File: src/rtl/rgb_pwm_pkg.sv
// Shared constants, types and level-map helpers for the RGB PWM driver.
package rgb_pwm_pkg;

  localparam int FIELD_W      = 4;
  localparam int RED_LSB      = 0;
  localparam int GREEN_LSB    = 4;
  localparam int BLUE_LSB     = 8;
  localparam int DATA_W       = 12;
  localparam int LEVEL_W      = 8;
  localparam int CNT_W        = 4;
  localparam int PERIOD_STEPS = 255;

  typedef logic [FIELD_W-1:0] field_t;
  typedef logic [LEVEL_W-1:0] level_t;

  // Candidate word and how many consecutive boundaries have seen it.
  typedef struct packed {
    logic [DATA_W-1:0] cand;
    logic [CNT_W-1:0]  cnt;
  } filter_t;

  localparam level_t GAMMA_LUT [16] = '{
    8'd0,  8'd1,  8'd2,  8'd4,   8'd7,   8'd11,  8'd17,  8'd25,
    8'd35, 8'd48, 8'd64, 8'd83,  8'd106, 8'd134, 8'd167, 8'd255
  };

  function automatic level_t linear_level(input field_t n);
    return level_t'(n) * 8'd17;
  endfunction

  function automatic level_t gamma_level(input field_t n);
    return GAMMA_LUT[n];
  endfunction

endpackage

File: src/rtl/rgb_pwm_channel.sv
// One PWM channel: 4-bit field -> 8-bit level, compare against phase, register.
// Define RGB_PWM_GAMMA_EN to use the gamma table instead of the linear n*17 map.
module pwm_channel
  import rgb_pwm_pkg::*;
(
  input  logic   clk,
  input  logic   rst_n,
  input  field_t field,
  input  level_t phase,
  output logic   pwm
);

  level_t level;

  always_comb begin
`ifdef RGB_PWM_GAMMA_EN
    level = gamma_level(field);
`else
    level = linear_level(field);
`endif
  end

  // Phase never exceeds 254, so level 255 keeps the output high across boundaries.
  always_ff @(posedge clk or negedge rst_n) begin
    if (!rst_n) pwm <= 1'b0;
    else        pwm <= (phase < level);
  end

endmodule

File: src/rtl/rgb_pwm.sv
// RGB PWM driver: prescaler, 255-step phase counter, boundary stability filter,
// and three pwm_channel instances driven by the committed duty word.
module rgb_pwm
  import rgb_pwm_pkg::*;
#(
  parameter int PRESCALE       = 4,
  parameter int STABLE_PERIODS = 2
) (
  input  logic              clk,
  input  logic              rst_n,
  input  logic [DATA_W-1:0] data,
  output logic              pwm_r,
  output logic              pwm_g,
  output logic              pwm_b,
  output logic              period_start,
  output logic [DATA_W-1:0] active_data
);

  localparam int               PRE_W      = (PRESCALE > 1) ? $clog2(PRESCALE) : 1;
  localparam logic [PRE_W-1:0] PRE_LAST   = PRE_W'(PRESCALE - 1);
  localparam level_t           PHASE_LAST = level_t'(PERIOD_STEPS - 1);
  localparam logic [CNT_W-1:0] STABLE_CNT = CNT_W'(STABLE_PERIODS);

  logic [PRE_W-1:0]  presc;
  level_t            phase;
  logic              boundary;
  filter_t           filt;
  filter_t           filt_nxt;
  logic [DATA_W-1:0] active_nxt;

  // Counters hold the position of the clock about to be registered, so the
  // first edge after reset is itself a period boundary.
  assign boundary = (presc == '0) && (phase == '0);

  // NOTE: every signal gets a default first so no path leaves it unassigned (no latch).
  always_comb begin
    filt_nxt   = filt;
    active_nxt = active_data;
    if (boundary) begin
      if (data == filt.cand) begin
        if (filt.cnt != '1) filt_nxt.cnt = filt.cnt + CNT_W'(1);
      end else begin
        filt_nxt.cand = data;
        filt_nxt.cnt  = CNT_W'(1);
      end
      // Commit feeds the channels combinationally so the new duty applies
      // to the period that starts at this very boundary.
      if (filt_nxt.cnt == STABLE_CNT) active_nxt = filt_nxt.cand;
    end
  end

  // NOTE: sequential state uses non-blocking assignments so all registers
  // update together from pre-edge values.
  always_ff @(posedge clk or negedge rst_n) begin
    if (!rst_n) begin
      presc        <= '0;
      phase        <= '0;
      filt         <= '0;
      active_data  <= '0;
      period_start <= 1'b0;
    end else begin
      period_start <= boundary;
      filt         <= filt_nxt;
      active_data  <= active_nxt;
      if (presc == PRE_LAST) begin
        presc <= '0;
        phase <= (phase == PHASE_LAST) ? '0 : phase + 8'd1;
      end else begin
        presc <= presc + PRE_W'(1);
      end
    end
  end

  pwm_channel u_red (
    .clk   (clk),
    .rst_n (rst_n),
    .field (active_nxt[RED_LSB +: FIELD_W]),
    .phase (phase),
    .pwm   (pwm_r)
  );

  pwm_channel u_green (
    .clk   (clk),
    .rst_n (rst_n),
    .field (active_nxt[GREEN_LSB +: FIELD_W]),
    .phase (phase),
    .pwm   (pwm_g)
  );

  pwm_channel u_blue (
    .clk   (clk),
    .rst_n (rst_n),
    .field (active_nxt[BLUE_LSB +: FIELD_W]),
    .phase (phase),
    .pwm   (pwm_b)
  );

endmodule

File: config.mk
export PLATFORM = sky130hd
export DESIGN_NAME = rgb_pwm
export DESIGN_NICKNAME = d
export VERILOG_FILES = /design/src/rtl/rgb_pwm_pkg.sv /design/src/rtl/rgb_pwm_channel.sv /design/src/rtl/rgb_pwm.sv
export SDC_FILE = /design/constraint.sdc
export NUM_CORES = 1
export LEC_CHECK = 0
export CAP_MARGIN = 30
export CORE_AREA = 4 4 74 76
export DETAILED_ROUTE_END_ITERATION = 10
export DIE_AREA = 0 0 78 80
export HOLD_SLACK_MARGIN = 0.03
export PLACE_DENSITY = 0.83
export SKIP_LAST_GASP = 1
export SYNTH_ARGS = -nofsm -noshare
export SYNTH_HDL_FRONTEND = slang
export SYNTH_HIERARCHICAL = 1
export SYNTH_SLANG_ARGS = --single-unit
File: constraint.sdc
create_clock -name clk -period 2.6 [get_ports clk]
set_clock_uncertainty 0.1 [all_clocks]
set_input_delay 0.52 -clock clk [delete_from_list [all_inputs] [get_ports clk]]
set_output_delay 0.52 -clock clk [all_outputs]
set_load 0.02 [all_outputs]
## Word-level counts from Yosys, hierarchy flattened

Cells that the tools add are included.

- Register bits after elaboration: 42
- Latch bits: 0
- Bits in writable memories: 0
- Memory bits (read-only): 0
- Bits of input ports: 14
- Output and inout bits: 16
- Word-level logic and storage cells: 34
- Memories: 0

- Add/sub/neg operators: 3
- $mul: 3
- Divide/modulo/power cells: 0
- $lt $le $gt $ge: 3
- Equal/unequal tests: 5
- Shifts and indexed selects: 0
- Multiplexer cells: 8
- Bitwise logic cells: 0
- Reductions and logical operators: 3

Operators with widths:

| operator | number |
|---|---|
| $mux W12 | 3 |
| $lt A8 B8 Y1 | 3 |
| $mul A4 B5 Y8 const B | 3 |
| $eq A12 B12 Y1 | 1 |
| $mux W4 | 3 |
| $add A8 B1 Y8 const B | 1 |
| $eq A8 B8 Y1 const B | 1 |
| $logic_not A8 Y1 | 1 |
| $mux W8 | 1 |
| $add A4 B1 Y4 const B | 1 |
| $eq A4 B2 Y1 const B | 1 |
| $ne A4 B4 Y1 const B | 1 |
| $add A2 B1 Y2 const B | 1 |
| $eq A2 B2 Y1 const B | 1 |
| $logic_not A2 Y1 | 1 |
| $mux W2 | 1 |
| $logic_and A1 B1 Y1 | 1 |

## Logic depth before layout (Yosys ltp)

Gate-level depths: netlist of the first run.

- Depth in word-level cells: 9
- Mapped depth: 12
- Depth with buffers taken out: 11

## Cells and area by module

Netlist of the first run, hierarchy kept.

By module, submodules not included:

| module | times used | cells an instance | area each (um2) | seq. area each (um2) |
|---|---|---|---|---|
| rgb_pwm | 1 | 172 | 1801.7 | 975.9 |
| pwm_channel | 3 | 24 | 187.7 | 25.0 |

## Worst setup path after synthesis of the first run

No wires, ideal clock.

- Kind: input -> register
- Start: in data[6]
- End: reg u_green.pwm
- Arrival time: 2512 ps
- Path slack: -89 ps
- Stages: 11
- Path buffers: 1
- Cells stage by stage: xor2_1 nor4_1 nand3_1 nor3_2 buf_6 mux2_2 inv_1 ha_1 a21oi_1 o211ai_1 a21oi_1

- Longest elaborated chain between the ends: 8
- Elaborated cells between the ends (all ways): 9

RTL lines:

| what | RTL line | source |
|---|---|---|
| from (decl) | rgb_pwm.sv:11 | `input logic [DATA_W-1:0] data,` |
| $eq A12 B12 Y1 * | rgb_pwm.sv:40 | `if (data == filt.cand) begin` |
| $mux W4 | rgb_pwm.sv:40 |  |
| $mux W4 | rgb_pwm.sv:39 | `if (boundary) begin` |
| $eq A4 B2 Y1 | rgb_pwm.sv:48 | `if (filt_nxt.cnt == STABLE_CNT) active_nxt = filt_nxt.cand;` |
| $mux W12 * | rgb_pwm.sv:48 |  |
| $mux W12 * | rgb_pwm.sv:39 |  |
| via active_nxt[7] | rgb_pwm.sv:29 | `logic [DATA_W-1:0] active_nxt;` |
| $mul A4 B5 Y8 * | rgb_pwm_pkg.sv:28 | `return level_t'(n) * 8'd17;` |
| $lt A8 B8 Y1 * | rgb_pwm_channel.sv:26 | `else pwm <= (phase < level);` |
| to (signal assigned) | rgb_pwm_channel.sv:26 |  |
| to (decl) | rgb_pwm_channel.sv:10 | `output logic pwm` |

Mark *: on every way through the listed nets, which the timed path passes. The rest lies on a longest branch. The select of a mux whose other input is x is not followed.
A chain may end at the register's enable or synchronous reset.

## Worst setup path in the final report of the first run

- Start: reg phase[5]
- End: reg u_red.pwm

- Longest elaborated chain between the ends: 5

RTL lines:

| what | RTL line | source |
|---|---|---|
| from (decl) | rgb_pwm.sv:25 | `level_t phase;` |
| from (signal assigned) | rgb_pwm.sv:67 | `phase <= (phase == PHASE_LAST) ? '0 : phase + 8'd1;` |
| $logic_not A8 Y1 | rgb_pwm.sv:33 | `assign boundary = (presc == '0) && (phase == '0);` |
| $logic_and A1 B1 Y1 | rgb_pwm.sv:33 |  |
| $mux W12 | rgb_pwm.sv:39 |  |
| via active_nxt[0] | rgb_pwm.sv:29 |  |
| $mul A4 B5 Y8 | rgb_pwm_pkg.sv:28 |  |
| $lt A8 B8 Y1 | rgb_pwm_channel.sv:26 |  |
| to (signal assigned) | rgb_pwm_channel.sv:26 |  |
| to (decl) | rgb_pwm_channel.sv:10 |  |

The timed path passes the listed nets, and every way through them passes these cells.

==> results of run 1 <==
-- state kept, by name, indices dropped and copies added, names as in the netlist --
signal / count
u_green/pwm: 1
presc: 2
active_data: 12
period_start: 1
u_blue/pwm: 1
u_red/pwm: 1
filt: 16
phase: 8
-- power by group --
group          total (mW)  internal (mW)  leakage (nW)  switching (mW)
clock               0.632          0.410        0.0714           0.222
combinational      0.0776         0.0377         0.927          0.0399
sequential          0.669          0.662         0.539         0.00665
-- logic make-up after synthesis --
logic type / synth area share [%]
compound gates: 8.783
xor+xnor: 5.556
fa+ha+maj: 14.29
buf+inv: 4.021
flops: 44.44
mux: 6.561
simple gates: 16.35
-- worst max-delay path by stage --
stage	to	cells after the start	start	slack, ns
global route	u_red/pwm$_DFF_PN0_	11	filt[6]$_DFFE_PN0P_	-0.19
global placement	u_red/pwm$_DFF_PN0_	12	data[2]	-0.65
floorplan	u_green/pwm$_DFF_PN0_	11	data[2]	-0.01
detailed placement	u_red/pwm$_DFF_PN0_	12	data[2]	-0.68
CTS	u_red/pwm$_DFF_PN0_	11	filt[12]$_DFFE_PN0P_	-0.03
finish	u_red/pwm$_DFF_PN0_	10	phase[5]$_DFFE_PN0P_	-0.04
-- cell type report --
| class | instances | area share (%) |
|---|---|---|
| tap | 67 | 2.530 |
| inverter | 19 | 2.304 |
| multi-input combinational | 179 | 42.41 |
| clock inverter | 2 | 1.813 |
| clock buffer | 6 | 2.492 |
| timing repair buffer | 64 | 16.73 |
| sequential | 42 | 31.72 |
-- cells in the mapped netlist (2+ instances only) --
cell type	n	area (sq um)
nand4_1	4	25.02
nand3_1	11	55.05
a21oi_1	17	85.08
nor2_1	9	33.78
nor4_1	4	25.02
inv_1	19	71.32
and3_1	2	12.51
nor2b_1	4	25.02
mux2i_1	2	20.02
xnor2_1	2	17.52
dfrtp_1	42	1051
ha_1	27	337.8
clkbuf_1	2	7.510
o21ai_0	11	55.05
nand2_1	48	180.2
o22ai_1	2	12.51
xor2_1	13	113.9
mux2_2	11	123.9
o211ai_1	4	30.03
-- per-stage QoR --
step	hold slack, ns	utilization [%]	power, mW
floorplan	0.1244	-	0.7009
global placement	0.3402	62.52	0.7570
detailed placement	0.3563	62.52	0.7586
CTS	0.2994	67.50	1.387
global route	0.3739	70.15	1.438
finish	0.3645	70.15	1.378
-- repair_timing --
action                                  CTS  global route
endpoints found under the setup margin    3             3
gates resized for setup                  57            21
endpoints found under the hold margin     0             1
hold buffers                              0             1
pin swaps                                15            14
buffers inserted                          1             3
-- critical path, stage by stage, from the launching register on --
cell and delay (ns):
dfrtp_1 0.40, nor4_2 0.32, nand4_1 0.22, nor3_2 0.29
buf_6 0.20, mux2_4 0.32, inv_1 0.10, ha_4 0.21
a21oi_2 0.12, o211ai_1 0.13, a21oi_1 0.15
-- metal layers --
layer | part of all wire [%] | GRT usage [%] | vias up
li1 | - | - | 972
met1 | 43 | 23.67 | 987
met2 | 52 | 36.47 | 42
met3 | 3.1 | 4.176 | 15
met4 | 2.4 | 5.769 | 0
met5 | 0 | 0 | -
==> run_results.csv, run 1 <==
group,metric,value,unit
setup_path,startpoint_type,"flop",
layout,seqCellArea,1051,sq um
detailed_routing,wl_per_cell,15.94,microns
timing,final-setup-viol-count,1,
layout,drive_above_1_share,29.17,%
place,placedInstanceArea,2953,sq um
grt,track_usage,20.01,%
floorplanning,start_util,50.07,%
layout,antenna_cells,0,
place,place.port_buffers,29,
setup_path,cp-end-kind,"flop",
detailed_routing,num_vias,2016,
clocking,cts_inserted_buffers,5,
logic_synthesis,syn_area_per_cell,9.692,sq um
detailed_routing,routed_via_density,5.319,
logic_synthesis,synth.distinct_cells,29,
layout,nets,352,
timing,slew_headroom,69.33,%
flow_run,maxCapViolCount,0,
run_status,violations,"negative setup slack",
clocking,cts_tree,"done",
clocking,cts.clk_slew.worst_paths,0.08,ns
grt,grt_max_degree,43,
logic_synthesis,synth_edf_count,0,
place,pre_cts_ws,-0.6847,ns
layout,layout_commonest_cell,"nand2_1",
logic_synthesis,ys_ff_latch,42,
worst_hold_path,whs_endpoint,"filt[9]$_DFFE_PN0P_",
power,p_leak,1.537,nW
timing,period_share,101.6,%
setup_path,rr_endpoint,"u_red/pwm$_DFF_PN0_",
timing,fin_tns_setup,-0.04196,ns
detailed_routing,drtAntennaViolNets,0,
floorplanning,fp-row-count,25,
setup_path,r2r-start,"phase[5]$_DFFE_PN0P_",
timing,finalHoldViolCount,0,
grt,grt_pass1_vias,2047,
setup_path,worstPathArrival,2.75,ns
power,p_per_area,415.9,nW/um^2
clocking,h-tree-depth,2,
timing,maxSlewViolCount,0,
logic_synthesis,async_reset_ff_share,100.0,%
detailed_routing,postRouteWirelength,6.042,mm
clocking,root_buffer,"clkbuf_8",
setup_path,r2r_cells,10,
logic_synthesis,syn_inst,244,
logic_synthesis,synth_nets,285,
clocking,clock_latency,0.29,ns
logic_synthesis,yosysWarnings,6,
timing,fin_crit,2.642,ns
layout,multi_input_area,1405,sq um
worst_hold_path,hold_class,"in -> reg",
setup_path,r2r_slack,-0.04,ns
logic_synthesis,synth_top_flop_cell,"dfrtp_1",
setup_path,path_class,"reg -> reg",
detailed_routing,drc,0,
floorplanning,die_w,78,microns
clocking,cts_sinks,42,
setup_path,required,2.71,ns
layout,fin_area,3313,sq um
layout,synthToLayoutAreaGrowth,40.11,%
layout,fin_cells,379,
timing,tightest_slew,0.4600,ns
layout,fillCellCount,335,
setup_path,crit_path_max_fanout,8,
worst_hold_path,min_path_cells,3,
power,vdd_ir_drop_max,0.0002336,V
grt,antenna_found_initial,0,
floorplanning,die_h,80,microns
logic_synthesis,mappedNetlistArea,2365,sq um
logic_synthesis,seq_area_frac_synth,44.44,%
timing,setup_slack,-0.04196,ns
worst_hold_path,hold_start,"data[5]",
floorplanning,die_area,6240,sq um
run_status,status,"finished, violations left",
place,placed_cells,365,
layout,final_cell_mix,"nand2_1 (48), dfrtp_1 (42), buf_4 (30), ha_1 (19), clkdlybuf4s50_1 (16)",
timing,rsz0062_at_grt,"yes",
clocking,clockBufferDepth,2,
timing,max_clock_freq,378.5,MHz
place,gp_congestion,0.8065,
detailed_routing,first_pass_iters,4,
floorplanning,pin_count,30,
place,dpl.hpwl,4.079,mm
grt,grt-ovfl-total,0,
grt,grt_pass1_wl,9.846,mm
detailed_routing,drt_iter0_drc,98,
floorplanning,coreArea,4723,sq um
Power figures use the tool's default switching activity.
==> inputs of run 2 (changes only) <==
- CORE_AREA: 4 4 74 76 -> 4 4 78 80
- DIE_AREA: 0 0 78 80 -> 0 0 82 84
- PLACE_DENSITY: 0.83 -> 0.76
==> run 2 against run 1 <==
  * The flow still finishes with violations (negative setup slack)
  * Combinational power decreased by 5.2%
  * Via count decreased by 2.2%
  * Power decreased by 8.5%
  * Critical path type is now in -> reg
==> run_results.csv, run 2 (synthesized netlist as in run 1, its figures left out) <==
group,metric,value,unit
layout,antenna_cells,0,
floorplanning,fp-row-count,27,
layout,reg_top3,"filt x16, active_data x12, phase x8",
flow_run,maxCapViolCount,0,
timing,rsz0062_at_grt,"yes",
power,intPower,0.9783,mW
floorplanning,die_h,84,microns
detailed_routing,routed_via_density,5.187,
detailed_routing,num_vias,1971,
timing,max_clock_freq,380.4,MHz
clocking,cts_tree,"done",
power,p_sw_share,22.38,%
detailed_routing,postRouteWirelength,5.969,mm
timing,tightest_slew,0.4911,ns
clocking,cts.clk_slew.worst_paths,0.09,ns
grt,gr-usage-met1,22.28,%
layout,layout_commonest_cell,"nand2_1",
layout,nets,348,
floorplanning,start_util,43.75,%
timing,fin_crit,2.629,ns
power,p_leak,1.502,nW
layout,synthToLayoutAreaGrowth,37.62,%
clocking,h-tree-depth,2,
setup_path,cp-end-kind,"flop",
clocking,cts_sinks,42,
detailed_routing,drtAntennaViolNets,0,
timing,period_share,101.1,%
grt,grt_pass1_wl,9.604,mm
setup_path,crit_path_max_fanout,5,
setup_path,worstPathArrival,2.75,ns
timing,maxSlewViolCount,0,
timing,whs,0.05059,ns
floorplanning,coreArea,5405,sq um
grt,grt-ovfl-total,0,
grt,track_usage,18.03,%
grt,antenna_found_initial,0,
setup_path,path_class,"in -> reg",
setup_path,startpoint_type,"primary input",
place,dpl.hpwl,4.121,mm
run_status,status,"finished, violations left",
detailed_routing,drt_iter0_drc,73,
grt,top_usage_layer,"met2",
place,pre_cts_ws,-0.8344,ns
layout,top_register,"filt",
clocking,cts_inserted_buffers,5,
power,comb_power_share,5.8,%
detailed_routing,wl_per_cell,15.71,microns
timing,setup_slack,-0.02870,ns
grt,grt_pass1_vias,2047,
layout,fillCellCount,442,
power,p_seq_share,53.1,%
timing,final-setup-viol-count,1,
floorplanning,die_area,6888,sq um
floorplanning,die_w,82,microns
timing,fin_tns_setup,-0.02870,ns
power,p_per_area,387.3,nW/um^2
grt,grt_max_degree,24,
place,gp_congestion,0.8234,
place,place.port_buffers,29,
grt,grt_use_met2,31.08,%
setup_path,required,2.72,ns
clocking,clockBufferDepth,2,
timing,finalHoldViolCount,0,
clocking,root_buffer,"clkbuf_8",
power,vdd_ir_drop_max,0.0001838,V
power,p_sw,0.2820,mW
timing,slew_headroom,67.26,%
layout,largest_reg_flops,16,
run_status,violations,"negative setup slack",
clocking,clock_latency,0.30,ns
worst_hold_path,hold_class,"in -> async",
layout,drive_above_1_share,28.57,%
detailed_routing,first_pass_iters,4,
grt,met3_usage,3.564,%
floorplanning,pin_count,30,
detailed_routing,drc,0,
layout,final_cell_mix,"nand2_1 (48), dfrtp_1 (42), buf_4 (30), ha_1 (17), clkdlybuf4s50_1 (16)",
power,pwr-share-clk,41.1,%
## run 2: cell type report
type	instances	area [sq um]	share of cell area [%]
multi-input cells	179	1424	43.75
flip-flops and latches	42	1051	32.30
repair buffers	60	499.2	15.34
well taps	72	90.09	2.768
inverters	19	81.33	2.499
clock buffers	5	68.82	2.115
clock inverters	3	40.04	1.230
## run 2: through the flow
step | instances | cell area, sq um | util [%] | power, mW
2_1_floorplan | 244 | 2390 | - | 0.7009
3_3_place_gp | 369 | 2952 | 54.61 | 0.7571
3_5_place_dp | 369 | 2952 | 54.61 | 0.7583
4_1_cts | 380 | 3248 | 60.09 | 1.265
5_1_grt | 380 | 3254 | 60.21 | 1.300
6_report | 380 | 3254 | 60.21 | 1.260
## run 2: final timing paths
check	start	endpoint	slack, ns	cells past startpoint
min in group clk	presc[0]$_DFF_PN0_	presc[0]$_DFF_PN0_	0.35	1
max in group asynchronous	rst_n	phase[3]$_DFFE_PN0P_	1.68	2
hold reg to reg	presc[0]$_DFF_PN0_	presc[0]$_DFF_PN0_	0.35	1
setup reg to reg	filt[14]$_DFFE_PN0P_	u_blue/pwm$_DFF_PN0_	-0.01	12
hold / removal	rst_n	filt[8]$_DFFE_PN0P_	0.05	1
setup / recovery	data[9]	u_blue/pwm$_DFF_PN0_	-0.03	13
## run 2: power groups by stage
stage	combinational (mW)	clock [mW]	sequential, mW
floorplan	0.0201	0	0.681
global placement	0.0757	0	0.681
detailed placement	0.0761	0	0.682
CTS	0.0751	0.521	0.669
global route	0.0826	0.547	0.670
finish	0.0736	0.518	0.669
## run 2: worst max-delay path, stage by stage
cell	delay (ns)
clkdlybuf4s15_1	0.21
xor2_1	0.17
nor4_1	0.27
nand3_1	0.15
nor3_2	0.20
buf_4	0.22
mux2_4	0.33
inv_4	0.07
buf_4	0.10
ha_2	0.25
nand2_1	0.07
nor2_1	0.04
a21oi_1	0.16
## run 2: timing repair
item	CTS	global route
buffers inserted	3	0
resized for setup	65	10
endpoints found under the setup margin	3	3
gates cloned	0	0
pin swaps	25	5
hold buffers	0	0
## run 2: per-layer routing
layer,up-vias,routed length (microns),part of all wire (%)
met5,-,0,0
met4,0,86,1.4
met3,12,209,3.5
met2,38,3127,52
met1,964,2547,43
li1,957,-,-
==> inputs of run 3 (changes only) <==
--- a/config.mk
+++ b/config.mk
@@ -8,7 +8,8 @@
 export CAP_MARGIN = 30
-export CORE_AREA = 4 4 78 80
+export CORE_AREA = 4 4 67 93
 export DETAILED_ROUTE_END_ITERATION = 10
-export DIE_AREA = 0 0 82 84
+export DIE_AREA = 0 0 71 97
 export HOLD_SLACK_MARGIN = 0.03
 export PLACE_DENSITY = 0.76
+export SETUP_SLACK_MARGIN = 0.5
 export SKIP_LAST_GASP = 1
==> constraint.sdc (replaced) <==
create_clock -name clk -period 2.6 [get_ports clk]
set_clock_uncertainty 0.1 [all_clocks]
set_input_delay 0.39 -clock clk [delete_from_list [all_inputs] [get_ports clk]]
set_output_delay 0.39 -clock clk [all_outputs]
set_load 0.02 [all_outputs]
==> run 3 against run 2 <==
  * The flow still finishes with violations (negative setup slack)
  * Register-to-register slack lost 0.03 ns
  * Sequential share of layout area fell by 0.70 points
  * Setup slack got worse by 0.012 ns
  * Sequential power barely moved
  * Global-route usage grew 0.47 points
  * Non-clock buffer count grew 9
  * Sequential cell count did not move
  * Clock power fell by 15%
  * Core utilization is 0.96 points higher
  * First-iteration DRC count is 23% higher
  * Highest routed layer unchanged
==> run_results.csv, run 3 (synthesized netlist as in run 1, its figures left out) <==
group,metric,value,unit
run_status,status,"finished, violations left",
run_status,violations,"negative setup slack",
grt,antenna_found_initial,0,
layout,multi_input_area,1425,sq um
timing,setup_slack,-0.04025,ns
detailed_routing,first_pass_iters,4,
place,gp_congestion,0.8387,
floorplanning,die_w,71,microns
timing,final-setup-viol-count,3,
place,dpl.hpwl,4.541,mm
clocking,cts_sinks,42,
place,place.port_buffers,29,
grt,grt_max_degree,20,
floorplanning,fp-row-count,32,
worst_hold_path,hold_class,"reg -> reg",
timing,rsz0062_at_grt,"yes",
detailed_routing,wl_per_cell,15.46,microns
grt,grt-ovfl-total,0,
layout,drive_above_1_share,29.65,%
setup_path,startpoint_type,"flop",
layout,top_register,"filt",
detailed_routing,drtAntennaViolNets,0,
setup_path,crit_path_max_fanout,3,
floorplanning,die_h,97,microns
setup_path,critPathMaxStageDelay,0.39,ns
layout,nets,357,
detailed_routing,drc,0,
setup_path,cp-end-kind,"flop",
timing,fin_crit,2.640,ns
setup_path,critPathTopFamily,"simple AND/OR/NAND/NOR gates",
detailed_routing,postRouteWirelength,5.951,mm
layout,reg_top3,"filt x16, active_data x12, phase x8",
clocking,cts_inserted_buffers,5,
detailed_routing,routed_via_density,5.166,
layout,final_cell_mix,"nand2_1 (48), dfrtp_1 (41), buf_4 (36), ha_1 (19), clkdlybuf4s50_1 (16)",
setup_path,required,2.72,ns
setup_path,path_class,"reg -> reg",
clocking,cts_tree,"done",
timing,maxSlewViolCount,0,
layout,layout_commonest_cell,"nand2_1",
timing,period_share,101.5,%
setup_path,crit_buf_inv,3,
setup_path,worstPathArrival,2.76,ns
flow_run,maxCapViolCount,0,
timing,tightest_slew,0.4552,ns
grt,grt_pass1_vias,2128,
timing,max_clock_freq,378.8,MHz
layout,seqCellArea,1052,sq um
floorplanning,start_util,43.43,%
place,placed_cells,372,
timing,slew_headroom,69.65,%
timing,finalHoldViolCount,0,
power,p_leak,1.548,nW
layout,largest_reg_flops,16,
setup_path,path_cells,"xor2_1, nor4_1, nand3_1, nor3_2, buf_4, buf_4, mux2_4, inv_4, ha_4, a21oi_2, o211ai_1, a21oi_1",
clocking,root_buffer,"clkbuf_8",
clocking,h-tree-depth,2,
clocking,clock_latency,0.30,ns
detailed_routing,num_vias,1989,
layout,antenna_cells,0,
clocking,clockBufferDepth,2,
setup_path,critPathMostFrequentCell,"buf_4",
clocking,cts.clk_slew.worst_paths,0.08,ns
grt,grt_pass1_wl,10.13,mm
power,vdd_ir_drop_max,0.0002395,V
grt,track_usage,18.50,%
power,p_per_area,356.9,nW/um^2
layout,fillCellCount,461,
detailed_routing,drt_iter0_drc,90,
floorplanning,pin_count,30,
timing,whs,0.3577,ns
floorplanning,die_area,6887,sq um
floorplanning,coreArea,5445,sq um
timing,fin_tns_setup,-0.09625,ns
layout,synthToLayoutAreaGrowth,40.85,%
setup_path,cp_slowest_cell,"dfrtp_1",
layout,fin_cells,385,
run 3: cell count changes in the layout (fill, tap and decap cells not counted), sizes merged:
| cell | change |
|---|---|
| buf | +6 |
| bufinv | -1 |
| clkdlybuf4s15 | -6 |
| clkinv | -1 |
| dlygate4sd2 | +10 |
| dlygate4sd3 | +1 |
run 3: power by group:
group / internal, mW / switching (mW)
clock: 0.214 / 0.225
sequential: 0.662 / 0.00700
combinational: 0.0377 / 0.0429
total: 0.914 / 0.275
run 3: layout make-up:
type / instances / area share, %
inverters: 19 / 2.517
multi-input cells: 179 / 42.79
flip-flops and latches: 42 / 31.59
clock buffers: 7 / 2.592
repair buffers: 69 / 17.81
well taps: 68 / 2.554
clock inverters: 1 / 0.1503
run 3: worst reg2reg max path, cell delays in order, from the launching register on:
cell and delay [ns]:
dfrtp_1 0.39, xor2_1 0.17, nor4_1 0.31, nand3_1 0.16, nor3_2 0.17, buf_4 0.14
buf_4 0.13, mux2_4 0.33, inv_4 0.08, ha_4 0.21, a21oi_2 0.13, o211ai_1 0.10
a21oi_1 0.14
run 3: metal layers:
metal	vias up	share of wire, %	GRT usage, %
met4	0	2.6	7.815
met2	40	55	32.67
met3	14	2.8	3.119
met5	-	0	0
met1	959	39	21.62
li1	976	-	-
run 3: path summary, 6_finish.rpt:
path	slack (ns)	start	end	depth (start not counted)
max	-0.04	filt[15]$_DFFE_PN0P_	u_red/pwm$_DFF_PN0_	12
min	0.36	presc[0]$_DFF_PN0_	presc[0]$_DFF_PN0_	1
min reg2reg	0.36	presc[0]$_DFF_PN0_	presc[0]$_DFF_PN0_	1
max reg2reg	-0.04	filt[15]$_DFFE_PN0P_	u_red/pwm$_DFF_PN0_	12
max in group asynchronous	1.40	rst_n	filt[5]$_DFFE_PN0P_	3
min in group asynchronous	0.45	rst_n	phase[0]$_DFFE_PN0P_	2
run 3: metrics by stage:
step                      power [mW]  utilization (%)  area, sq um  setup WS, ns
after CTS                      1.205            60.29         3283      -0.01876
after global routing           1.243            61.17         3331       -0.2452
after floorplan               0.7011                -         2501        0.1092
after detailed placement      0.7655            57.35         3123       -0.6362
after global placement        0.7636            57.35         3123       -0.5449
final                          1.189            61.17         3331      -0.04025
run 3: timing repair:
item                                    CTS  global route
hold buffers                              1             0
endpoints found under the setup margin   15            11
pin swaps                                14             5
buffers inserted                          2             2
hold endpoints to repair                 17             0
resized for setup                        24             8
